[config.mk]
export PLATFORM = sky130hd
export DESIGN_NAME = mem_arbiter_flat
export DESIGN_NICKNAME = d
export VERILOG_FILES = /design/src/rtl/mem_arbiter_pkg.sv /design/src/rtl/mem_arbiter_if.sv /design/src/rtl/mem_arbiter_rr_picker.sv /design/src/rtl/mem_arbiter.sv /design/src/flat_wrapper.sv
export SDC_FILE = /design/constraint.sdc
export NUM_CORES = 1
export LEC_CHECK = 0
export ABC_AREA = 1
export BUFFER_PORTS_ARGS = -buffer_cell sky130_fd_sc_hd__buf_4
export CAP_MARGIN = 20
export CORE_ASPECT_RATIO = 0.75
export CORE_MARGIN = 5
export CORE_UTILIZATION = 49
export DETAILED_ROUTE_END_ITERATION = 16
export PLACE_DENSITY = 0.83
export SYNTH_ARGS = -nofsm -noshare
export SYNTH_HDL_FRONTEND = slang
export SYNTH_SLANG_ARGS = --single-unit
[constraint.sdc]
create_clock -name clk -period 4 [get_ports clk]
set_input_delay 0.4 -clock clk [delete_from_list [all_inputs] [get_ports clk]]
set_output_delay 0.4 -clock clk [all_outputs]
set_load 0.05 [all_outputs]
[src/rtl/mem_arbiter_pkg.sv]
// Shared CPU constants and types for the memory arbiter.
// Holds the FSM encoding and default bus width.
package mem_arbiter_pkg;

    typedef enum logic {
        ST_IDLE = 1'b0,
        ST_BUSY = 1'b1
    } arb_state_e;

    localparam int WORD_SIZE_DEF = 16;
    localparam int PORT_INSTR    = 0;
    localparam int PORT_DATA     = 1;
    localparam int MAX_PORTS     = 8;

    // Width of a port index; never narrower than one bit.
    function automatic int idx_w(input int n);
        return (n <= 2) ? 1 : $clog2(n);
    endfunction

endpackage

[src/rtl/mem_arbiter_if.sv]
// Requester and memory bus bundle for mem_arbiter.
// master = arbiter side, slave = requesters plus memory.
interface mem_arbiter_if
    import mem_arbiter_pkg::*;
#(
    parameter int WORD_SIZE = WORD_SIZE_DEF,
    parameter int NUM_PORTS = 2
);
    logic [NUM_PORTS-1:0]           req_read;
    logic [NUM_PORTS-1:0]           req_write;
    logic [NUM_PORTS*WORD_SIZE-1:0] req_address;
    logic [NUM_PORTS*WORD_SIZE-1:0] req_wdata;
    logic [WORD_SIZE-1:0]           req_rdata;
    logic [NUM_PORTS-1:0]           req_done;
    logic                           req_err;
    logic                           mem_read;
    logic                           mem_write;
    logic [WORD_SIZE-1:0]           mem_address;
    logic [WORD_SIZE-1:0]           mem_wdata;
    logic [WORD_SIZE-1:0]           mem_rdata;
    logic                           mem_ready;

    modport master (
        input  req_read, req_write, req_address, req_wdata,
        input  mem_rdata, mem_ready,
        output req_rdata, req_done, req_err,
        output mem_read, mem_write, mem_address, mem_wdata
    );

    modport slave (
        output req_read, req_write, req_address, req_wdata,
        output mem_rdata, mem_ready,
        input  req_rdata, req_done, req_err,
        input  mem_read, mem_write, mem_address, mem_wdata
    );
endinterface

[src/rtl/mem_arbiter_rr_picker.sv]
// Combinational requester picker: fixed priority or
// round-robin search starting at i_start and wrapping.
module rr_picker #(
    parameter int NUM_PORTS = 2,
    parameter int IW        = 1
) (
    input  logic [NUM_PORTS-1:0] i_req,
    input  logic [IW-1:0]        i_start,
    input  logic                 i_rr,
    output logic [IW-1:0]        o_idx,
    output logic                 o_valid
);
    int w_base;
    int w_cand;

    // Walk offsets from farthest to nearest so the nearest requester wins.
    always_comb begin
        o_idx   = '0;
        o_valid = 1'b0;
        w_base  = i_rr ? int'(i_start) : 0;
        w_cand  = 0;
        for (int k = NUM_PORTS - 1; k >= 0; k--) begin
            w_cand = (w_base + k) % NUM_PORTS;
            if (i_req[w_cand]) begin
                o_idx   = IW'(w_cand);
                o_valid = 1'b1;
            end
        end
    end

endmodule

[src/rtl/mem_arbiter.sv]
// Shares one memory port among NUM_PORTS requesters:
// one outstanding command, timeout abort, registered mem_* bus.
module mem_arbiter
    import mem_arbiter_pkg::*;
#(
    parameter int WORD_SIZE = WORD_SIZE_DEF,
    parameter int NUM_PORTS = 2,
    parameter int RR_MODE   = 0,
    parameter int TIMEOUT   = 64
) (
    input logic          clk,
    input logic          reset,
    mem_arbiter_if.master bus
);
    localparam int             IW       = idx_w(NUM_PORTS);
    localparam logic [IW-1:0]  LAST_IDX = IW'(NUM_PORTS - 1);
    localparam logic [7:0]     WAIT_MAX = 8'(TIMEOUT - 1);

    arb_state_e           r_state;
    arb_state_e           w_next;
    logic [IW-1:0]        r_grant;
    logic [IW-1:0]        w_start;
    logic [IW-1:0]        w_pick;
    logic                 w_valid;
    logic [7:0]           r_wait;
    logic                 r_mem_read;
    logic                 r_mem_write;
    logic [WORD_SIZE-1:0] r_mem_addr;
    logic [WORD_SIZE-1:0] r_mem_wdata;
    logic [WORD_SIZE-1:0] w_sel_addr;
    logic [WORD_SIZE-1:0] w_sel_wdata;
    logic                 w_sel_wr;
    logic [NUM_PORTS-1:0] w_req;
    logic [NUM_PORTS-1:0] w_done;
    logic                 w_err;
    logic                 w_timeout;
    logic [WORD_SIZE-1:0] w_rdata;

    assign w_req   = bus.req_read | bus.req_write;
    // r_grant doubles as last_grant for the round-robin start point.
    assign w_start = (r_grant == LAST_IDX) ? '0 : r_grant + 1'b1;

    rr_picker #(
        .NUM_PORTS (NUM_PORTS),
        .IW        (IW)
    ) u_pick (
        .i_req   (w_req),
        .i_start (w_start),
        .i_rr    (RR_MODE != 0),
        .o_idx   (w_pick),
        .o_valid (w_valid)
    );

    always_comb begin
        w_sel_addr  = '0;
        w_sel_wdata = '0;
        w_sel_wr    = 1'b0;
        for (int i = 0; i < NUM_PORTS; i++) begin
            if (w_pick == IW'(i)) begin
                w_sel_addr  = bus.req_address[i*WORD_SIZE +: WORD_SIZE];
                w_sel_wdata = bus.req_wdata[i*WORD_SIZE +: WORD_SIZE];
                w_sel_wr    = bus.req_write[i];
            end
        end
    end

    assign w_timeout = (r_state == ST_BUSY) && !bus.mem_ready &&
                       (r_wait == WAIT_MAX);

    always_comb begin
        w_next  = r_state;
        w_done  = '0;
        w_err   = 1'b0;
        w_rdata = '0;
        unique case (r_state)
            ST_IDLE: begin
                if (w_valid) w_next = ST_BUSY;
            end
            ST_BUSY: begin
                if (bus.mem_ready || w_timeout) begin
                    w_next = ST_IDLE;
                    for (int i = 0; i < NUM_PORTS; i++) begin
                        if (r_grant == IW'(i)) w_done[i] = 1'b1;
                    end
                    w_err   = w_timeout;
                    w_rdata = bus.mem_ready ? bus.mem_rdata : '0;
                end
            end
            default: w_next = ST_IDLE;
        endcase
        // An aborted transaction must never report completion.
        if (reset) begin
            w_next  = ST_IDLE;
            w_done  = '0;
            w_err   = 1'b0;
            w_rdata = '0;
        end
    end

    always_ff @(posedge clk) begin
        if (reset) begin
            r_state     <= ST_IDLE;
            r_grant     <= LAST_IDX;
            r_wait      <= '0;
            r_mem_read  <= 1'b0;
            r_mem_write <= 1'b0;
            r_mem_addr  <= '0;
            r_mem_wdata <= '0;
        end else begin
            r_state <= w_next;
            unique case (r_state)
                ST_IDLE: begin
                    if (w_valid) begin
                        r_grant     <= w_pick;
                        r_wait      <= '0;
                        r_mem_write <= w_sel_wr;
                        r_mem_read  <= !w_sel_wr;
                        r_mem_addr  <= w_sel_addr;
                        r_mem_wdata <= w_sel_wdata;
                    end
                end
                ST_BUSY: begin
                    if (w_next == ST_IDLE) begin
                        r_mem_read  <= 1'b0;
                        r_mem_write <= 1'b0;
                    end else begin
                        r_wait <= r_wait + 1'b1;
                    end
                end
                default: ;
            endcase
        end
    end

    assign bus.req_done    = w_done;
    assign bus.req_err     = w_err;
    assign bus.req_rdata   = w_rdata;
    assign bus.mem_read    = r_mem_read;
    assign bus.mem_write   = r_mem_write;
    assign bus.mem_address = r_mem_addr;
    assign bus.mem_wdata   = r_mem_wdata;

endmodule
[src/flat_wrapper.sv]
// flat-port wrapper written by rule: the top's interface ports become plain ports
module mem_arbiter_flat import mem_arbiter_pkg::*;
#(
    parameter int WORD_SIZE = WORD_SIZE_DEF,
    parameter int NUM_PORTS = 2,
    parameter int RR_MODE   = 0,
    parameter int TIMEOUT   = 64
)
  (clk, reset, bus_req_read, bus_req_write, bus_req_address, bus_req_wdata, bus_mem_rdata, bus_mem_ready, bus_req_rdata, bus_req_done, bus_req_err, bus_mem_read, bus_mem_write, bus_mem_address, bus_mem_wdata);
  mem_arbiter_if #(.WORD_SIZE(WORD_SIZE), .NUM_PORTS(NUM_PORTS)) bus_i ();
  input logic clk;
  input logic reset;
  input wire logic [$bits(bus_i.req_read)-1:0] bus_req_read;
  input wire logic [$bits(bus_i.req_write)-1:0] bus_req_write;
  input wire logic [$bits(bus_i.req_address)-1:0] bus_req_address;
  input wire logic [$bits(bus_i.req_wdata)-1:0] bus_req_wdata;
  input wire logic [$bits(bus_i.mem_rdata)-1:0] bus_mem_rdata;
  input wire logic [$bits(bus_i.mem_ready)-1:0] bus_mem_ready;
  output wire logic [$bits(bus_i.req_rdata)-1:0] bus_req_rdata;
  output wire logic [$bits(bus_i.req_done)-1:0] bus_req_done;
  output wire logic [$bits(bus_i.req_err)-1:0] bus_req_err;
  output wire logic [$bits(bus_i.mem_read)-1:0] bus_mem_read;
  output wire logic [$bits(bus_i.mem_write)-1:0] bus_mem_write;
  output wire logic [$bits(bus_i.mem_address)-1:0] bus_mem_address;
  output wire logic [$bits(bus_i.mem_wdata)-1:0] bus_mem_wdata;
  assign bus_i.req_read = bus_req_read;
  assign bus_i.req_write = bus_req_write;
  assign bus_i.req_address = bus_req_address;
  assign bus_i.req_wdata = bus_req_wdata;
  assign bus_i.mem_rdata = bus_mem_rdata;
  assign bus_i.mem_ready = bus_mem_ready;
  assign bus_req_rdata = bus_i.req_rdata;
  assign bus_req_done = bus_i.req_done;
  assign bus_req_err = bus_i.req_err;
  assign bus_mem_read = bus_i.mem_read;
  assign bus_mem_write = bus_i.mem_write;
  assign bus_mem_address = bus_i.mem_address;
  assign bus_mem_wdata = bus_i.mem_wdata;
  mem_arbiter #(.WORD_SIZE(WORD_SIZE), .NUM_PORTS(NUM_PORTS), .RR_MODE(RR_MODE), .TIMEOUT(TIMEOUT)) u_core (.clk(clk), .reset(reset), .bus(bus_i));
endmodule
* After elaboration in Yosys (flattened, before gate mapping)
Cells that the tools add are included.
Word-level totals: register bits 44, input bits 87, output and inout port bits 53, logic and storage cells 52
Operators by class: add/sub/neg operators 1, equal/unequal tests 4, mux-type cells 30, bitwise gates (word level) 2, reductions and logical operators 8
Operators with widths (count):
- $mux W16 | 6
- $mux W8 | 2
- $pmux W8 S2 | 1
- $mux W1 | 15
- $add A8 B1 Y8 const B | 1
- $eq A8 B6 Y1 const B | 1
- $mux W2 | 3
- $ne A2 B2 Y1 const B | 3
- $pmux W1 S2 | 3
- $reduce_and A2 Y1 | 3
- $logic_and A1 B1 Y1 | 2
- $logic_not A1 Y1 | 2
- $or A2 B2 Y2 | 1
- $logic_or A1 B1 Y1 | 1
- $not A1 Y1 | 1

* Logic depth before layout (Yosys ltp)
Gate-level depths: netlist of the first run.
depth in word-level cells 9, gate-level depth with buffers 9, depth with buffers taken out 9

* Hierarchy
A second synthesis of the first run with hierarchy kept.
Second synthesis, totals: cells, all modules 289, area total of the unflattened synthesis 2152.1 um^2
Modules (own cells, without submodules):
- mem_arbiter | times used 1, cells an instance 285, area each 2133.3 um^2, seq. area each 880.8 um^2
- rr_picker | times used 1, cells an instance 4, area each 18.8 um^2, seq. area each 0.0 um^2

* Least setup slack after synthesis of the first run
No wires, ideal clock.
kind reg2out, start reg u_core.r_wait[0], end out bus_req_done[1], arrival time 2.141 ns, required time 3.600 ns, path slack 1.459 ns, cell stages (with the launch flop) 8, buffers on the path 0, path through dfxtp_1 > ha_1 > nand3_2 > nor2_1 > nand2_1 > nand2_1 > nand2_1 > nor3b_1
On the way: word-level cells in the longest chain between the ends 6
RTL lines:
- start: declaration | RTL line mem_arbiter.sv:25 | logic [7:0] r_wait;
- start signal: assignment | RTL line mem_arbiter.sv:127 | r_wait <= r_wait + 1'b1;
- $eq A8 B6 Y1 | RTL line mem_arbiter.sv:68 | (r_wait == WAIT_MAX);
- $logic_and A1 B1 Y1 | RTL line mem_arbiter.sv:67 | assign w_timeout = (r_state == ST_BUSY) && !bus.mem_ready &&
- $logic_or A1 B1 Y1 | RTL line mem_arbiter.sv:80 | if (bus.mem_ready || w_timeout) begin
- $mux W2 | RTL line mem_arbiter.sv:80
- $mux W2 | RTL line mem_arbiter.sv:75 | unique case (r_state)
- $mux W2 | RTL line mem_arbiter.sv:92 | if (reset) begin
- end: declaration | RTL line flat_wrapper.sv:20 | output wire logic [$bits(bus_i.req_done)-1:0] bus_req_done;
Every way passes these cells.

* Final worst setup path of the first run
Ends and elaborated chain as after synthesis.

==> results.sh, run 1 <==
export IMPL_cts_hold_repair_buffers=0
export IMPL_clockRootBuffer="clkbuf_8"
export IMPL_routed_wl_um=7170
export IMPL_num_antenna_cells=0
export IMPL_io_pins=140
export IMPL_fp_row_count=23
export IMPL_crit_type="reg2out"
export IMPL_post_cts_setup_buffers=0
export IMPL_utilization_pct=70.8
export IMPL_numPortBuffers=139
export IMPL_cp_arrival_ps=1930
export IMPL_yosysWarnings=0
export IMPL_fin_tns_setup_ps=0
export IMPL_syn_nets=453
export IMPL_die_w_um=94.9
export IMPL_h_tree_depth=2
export IMPL_ff2ff_path_depth=7
export IMPL_critical_path_required_ps=3600
export IMPL_cts_tree="done"
export IMPL_track_usage_pct=20.4
export IMPL_crit_fanout=4
export IMPL_holdPathStages=2
export IMPL_syn_area_mm2=0.00265
export IMPL_rsz0062_at_grt="false"
export IMPL_start_util_pct=50.0
export IMPL_syn_inst=365
export IMPL_fin_crit_ps=2330
export IMPL_tightest_slew_ps=725
export IMPL_clock_latency_ps=290
export IMPL_p_leak_nw=2.10
export IMPL_r2r_slack_ps=1740
export IMPL_hpwl_um=5560
export IMPL_final_nets=580
export IMPL_grt_max_degree=42
export IMPL_final_cell_mix="buf_4, nand2_1, inv_1"
export IMPL_fmax_mhz=429
export IMPL_status="finished clean"
export IMPL_powerDensity_mw_per_mm2=326
export IMPL_grt_pass1_wl_um=11500
export IMPL_yosysSeqAreaShare_pct=33.3
export IMPL_fp_dieArea_mm2=0.00699
export IMPL_drive_gt1_share_pct=41.6
export IMPL_drc=0
export IMPL_dr_pass1_iters=4
export IMPL_ant_nets=0
export IMPL_maxCapViolCount=0
export IMPL_finalSetupViolations=0
export IMPL_min_period_over_period_pct=58.3
export IMPL_hold_viol_final=0
export IMPL_area_growth_pct=41.6
export IMPL_wl_per_cell_um=12.6
export IMPL_worstSetupEndpointType="output port"
export IMPL_dr_total_vias=2717
export IMPL_mostFrequentLayoutCell="buf_4"
export IMPL_synth_cell_type_count=30
export IMPL_antenna_found_initial=0
export IMPL_gp_congestion=0.851
export IMPL_cts_inserted_buffers=5
export IMPL_worstSetupStartpointType="flip-flop"
export IMPL_hold_class="in2reg"
export IMPL_post_cts_resized=0
export IMPL_coreArea_mm2=0.00530
export IMPL_drt_iter0_drc=86
export IMPL_cts_sinks=44
export IMPL_clk_path_buf_depth=2
export IMPL_drv_slew=0
export IMPL_vdd_drop_max_v=0.000186
export IMPL_ys_seq_elements=44
export IMPL_overflow=0
export IMPL_die_height_um=73.7
export IMPL_synth_area_per_cell_um2=7.25
export IMPL_routed_via_density=4.78
export IMPL_fin_skew_ps=3.87
export IMPL_slew_headroom_pct=51.6
export IMPL_cts_clk_slew_worst_paths_ps=80
export IMPL_grt_pass1_vias=2516
## synth_stat cells, drive strengths merged
cell    number  area (um^2)
xnor2        1         8.76
nor2        42          165
a21oi        3         15.0
nand2       93          374
buf         21          143
nand3       45          265
nand3b       2         15.0
a22oi        1         7.51
a211oi       1         7.51
o211ai      34          420
nor3b        2         15.0
inv         67          256
and2         1         6.26
nand4        2         27.5
nor3         3         15.0
o21ai        1         5.00
o21bai       1         7.51
dfxtp       44          881
ha           1         12.5
## report_power, final
part	total [mW]	leakage (nW)	switching [mW]	internal, mW
Sequential	0.509	0.365	0.0312	0.478
Combinational	0.431	1.69	0.269	0.162
Clock	0.284	0.0510	0.146	0.138
## final cells by class
cell class / instances / area, um^2
Fill cell: 470 / 1550
Multi-Input combinational cell: 233 / 1370
Timing Repair Buffer: 141 / 1060
Sequential cell: 44 / 881
Inverter: 67 / 256
Tap cell: 75 / 93.8
Clock buffer: 6 / 82.6
Clock inverter: 2 / 10.0
## cell families (layout without fill, tap and decap cells)
kind of cell,Yosys count,in the layout,share of synthesized area [%]
simple gates,190,190,33.4
fa+ha+maj,1,1,0.473
compound gates,41,41,17.5
flops,44,44,33.3
buf+inv,88,216,15.1
xor+xnor,1,1,0.331
## worst max-delay path, cell delays in order (launching register included)
cell and delay [ps]:
dfxtp_1 400, ha_1 240, nand3_2 120, nor2_1 160, nand2_1 100, nand2_1 100
nand2_1 90, nor3b_1 210, buf_4 230
## per-stage QoR
stage,power [mW],instance area [um^2],hold slack [ps],cells,setup WS [ps]
CTS,1.24,3750,337,568,1680
detailed placement,0.953,3660,492,560,1720
global route,1.29,3750,350,568,1500
finish,1.22,3750,351,568,1670
floorplan,0.810,2650,461,365,1460
global placement,0.943,3660,481,560,1810
## final timing paths
path,start,end
setup reg to reg,u_core.r_state,u_core.bus.mem_address[9]
hold / removal,reset,u_core.r_wait[6]
setup / recovery,u_core.r_wait[0],bus_req_done[1]
hold reg to reg,u_core.bus.mem_address[2],u_core.bus.mem_address[2]
## metal layers
| metal | up-vias | routed length [um] | track usage (%) |
|---|---|---|---|
| li1 | 1404 | - | - |
| met1 | 1203 | 3040 | 26.3 |
| met2 | 105 | 3390 | 34.4 |
| met3 | 5 | 682 | 5.22 |
| met4 | 0 | 53 | 4.96 |
| met5 | - | 0 | 0 |
## sequential cells by signal, summed over array words and instances (netlist names)
register,cells
u_core.bus.mem_address,16
u_core.bus.mem_read,1
u_core.bus.mem_wdata,16
u_core.bus.mem_write,1
u_core.r_grant,1
u_core.r_state,1
u_core.r_wait,8
Note: power is estimated with default switching activity, not from simulation.
==> inputs of run 2 (changes only) <==
Settings changed: ABC_AREA 1 to 0, CORE_UTILIZATION 49 to 42, PLACE_DENSITY 0.83 to 0.77.
Clock period 4 ns to 2.3 ns, I/O delays scaled along.
==> results.sh, run 2 <==
export IMPL_status="finished clean"
export IMPL_finalSetupViolations=0
export IMPL_cts_tree="done"
export IMPL_overflow=0
export IMPL_area_growth_pct=56.5
export IMPL_fmax_mhz=487
export IMPL_die_height_um=72.1
export IMPL_yosysMostFrequentCell="dfxtp_1"
export IMPL_clockRootBuffer="clkbuf_8"
export IMPL_synth_top_area_share_pct=40.7
export IMPL_synth_edf_count=0
export IMPL_syn_nets=330
export IMPL_async_flop_share_pct=0
export IMPL_post_cts_setup_buffers=0
export IMPL_comb_power_share_pct=31.8
export IMPL_fp_dieArea_mm2=0.00670
export IMPL_mostFrequentLayoutCell="buf_4"
export IMPL_p_int_mw=1.39
export IMPL_ant_nets=0
export IMPL_slew_headroom_pct=55.0
export IMPL_crit_fanout=8
export IMPL_ys_seq_elements=44
export IMPL_syn_area_mm2=0.00216
export IMPL_drc=0
export IMPL_tightest_slew_ps=669
export IMPL_start_util_pct=43.9
export IMPL_dr_pass1_iters=4
export IMPL_track_usage_pct=18.3
export IMPL_critical_path_required_ps=2070
export IMPL_grt_max_degree=47
export IMPL_fin_tns_setup_ps=0
export IMPL_netlist_top_cells_area="dfxtp_1, mux2i_1, a211oi_1"
export IMPL_dp_cells=425
export IMPL_yosys_top_cells_count="dfxtp_1, nor2_1, a211oi_1, mux2i_1, and2_1"
export IMPL_drt_iter0_drc=149
export IMPL_hold_ws_ps=284
export IMPL_synthFlopType="dfxtp_1"
export IMPL_drive_gt1_share_pct=42.6
export IMPL_p_seq_share_pct=41.7
export IMPL_coreArea_mm2=0.00493
export IMPL_fin_area_mm2=0.00338
export IMPL_yosys_area_top_type="dfxtp_1"
export IMPL_vdd_drop_max_v=0.000332
export IMPL_p_sw_share_pct=32.0
export IMPL_syn_inst=242
export IMPL_total_power_mw=2.05
export IMPL_worstSetupEndpointType="output port"
export IMPL_fin_crit_ps=2050
export IMPL_h_tree_depth=2
export IMPL_post_cts_resized=0
export IMPL_die_w_um=92.8
export IMPL_maxCapViolCount=0
export IMPL_rsz0062_at_grt="false"
export IMPL_antenna_found_initial=0
export IMPL_grt_pass1_wl_um=10100
export IMPL_yosysWarnings=0
export IMPL_cts_clk_slew_worst_paths_ps=80
export IMPL_dr_total_vias=2242
export IMPL_gp_congestion=0.927
export IMPL_clock_power_share_pct=26.5
export IMPL_synth_area_per_cell_um2=8.93
export IMPL_routed_wl_um=6260
export IMPL_io_pins=140
export IMPL_place_area_mm2=0.00328
export IMPL_powerDensity_mw_per_mm2=606
export IMPL_clock_latency_ps=290
export IMPL_grt_pass1_vias=2175
export IMPL_final_nets=460
export IMPL_fp_row_count=22
export IMPL_instances_no_fill=431
export IMPL_p_leak_nw=1.69
export IMPL_cts_sinks=44
export IMPL_hold_viol_final=0
export IMPL_utilization_pct=68.7
export IMPL_cp_arrival_ps=1820
export IMPL_switchingPower_uw=657
export IMPL_yosysSeqAreaShare_pct=40.7
export IMPL_crit_type="reg2out"
export IMPL_num_antenna_cells=0
export IMPL_numPortBuffers=139
export IMPL_final_cell_mix="buf_4, dfxtp_1, nor2_1"
export IMPL_min_period_over_period_pct=89.3
export IMPL_cts_hold_repair_buffers=0
export IMPL_routed_via_density=5.20
export IMPL_cts_inserted_buffers=5
export IMPL_worstSetupStartpointType="flip-flop"
export IMPL_hpwl_um=4850
export IMPL_wl_per_cell_um=14.5
export IMPL_drv_slew=0
export IMPL_hold_class="in2reg"
export IMPL_synth_cell_type_count=38
export IMPL_clk_path_buf_depth=2
export IMPL_final_setup_worst_slack_ps=246
export IMPL_place_ws_ps=469
export IMPL_fin_skew_ps=6.14
## run 2: cell count changes in the layout (fill, tap and decap cells not counted), sizes merged, moves of 6 or more
cell    change
a211oi     +31
and2       +15
inv        -65
nand3      -36
a31oi       +6
nand2      -85
o211ai     -32
mux2i      +32
## run 2: metal layers
layer | GRT usage, % | part of all wire, % | vias up
met5 | 0 | 0 | -
met4 | 5.85 | 0.90 | 0
met3 | 5.60 | 10 | 6
met2 | 30.0 | 45 | 102
met1 | 23.2 | 43 | 988
li1 | - | - | 1146
## run 2: worst max-delay path, stage by stage (launching register included)
cell and delay [ps]:
dfxtp_1 450, ha_1 350, a31o_2 230, nor4bb_2 270, buf_4 240
## run 2: worst paths after layout
| path | start | endpoint | slack [ps] | cells after the start |
|---|---|---|---|---|
| worst min-delay path | bus_req_write[0] | u_core.bus.mem_read | 280 | 4 |
| worst max-delay path | u_core.r_wait[0] | bus_req_done[0] | 250 | 4 |
| worst min register to register | u_core.bus.mem_read | u_core.bus.mem_read | 480 | 2 |
| worst max register to register | u_core.r_state | u_core.r_wait[7] | 590 | 4 |
## run 2: cells by family after synthesis
logic type               Yosys count  share of synthesized area (%)
AND/OR/NAND/NOR                   88                           20.9
AO/OA/AOI/OAI                     55                           18.8
flip-flops                        44                           40.7
multiplexers                      32                           14.8
buffers and inverters             22                           4.17
adder cells (fa/ha/maj)            1                          0.579
## run 2: area by class of cell
cell class / instances / area [um^2]
clock buffer: 5 / 68.8
clock inverter: 1 / 30.0
fill: 421 / 1540
inverter: 2 / 7.51
multi-input combinational: 176 / 1220
sequential: 44 / 881
tap: 60 / 75.1
timing repair buffer: 143 / 1100
## run 2: power groups by stage
stage	combinational, mW	sequential, mW	clock [mW]
after global routing	0.693	0.865	0.590
after detailed placement	0.655	0.873	0
after floorplan	0.204	1.06	0
after CTS	0.657	0.856	0.561
final	0.651	0.856	0.544
after global placement	0.648	0.871	0
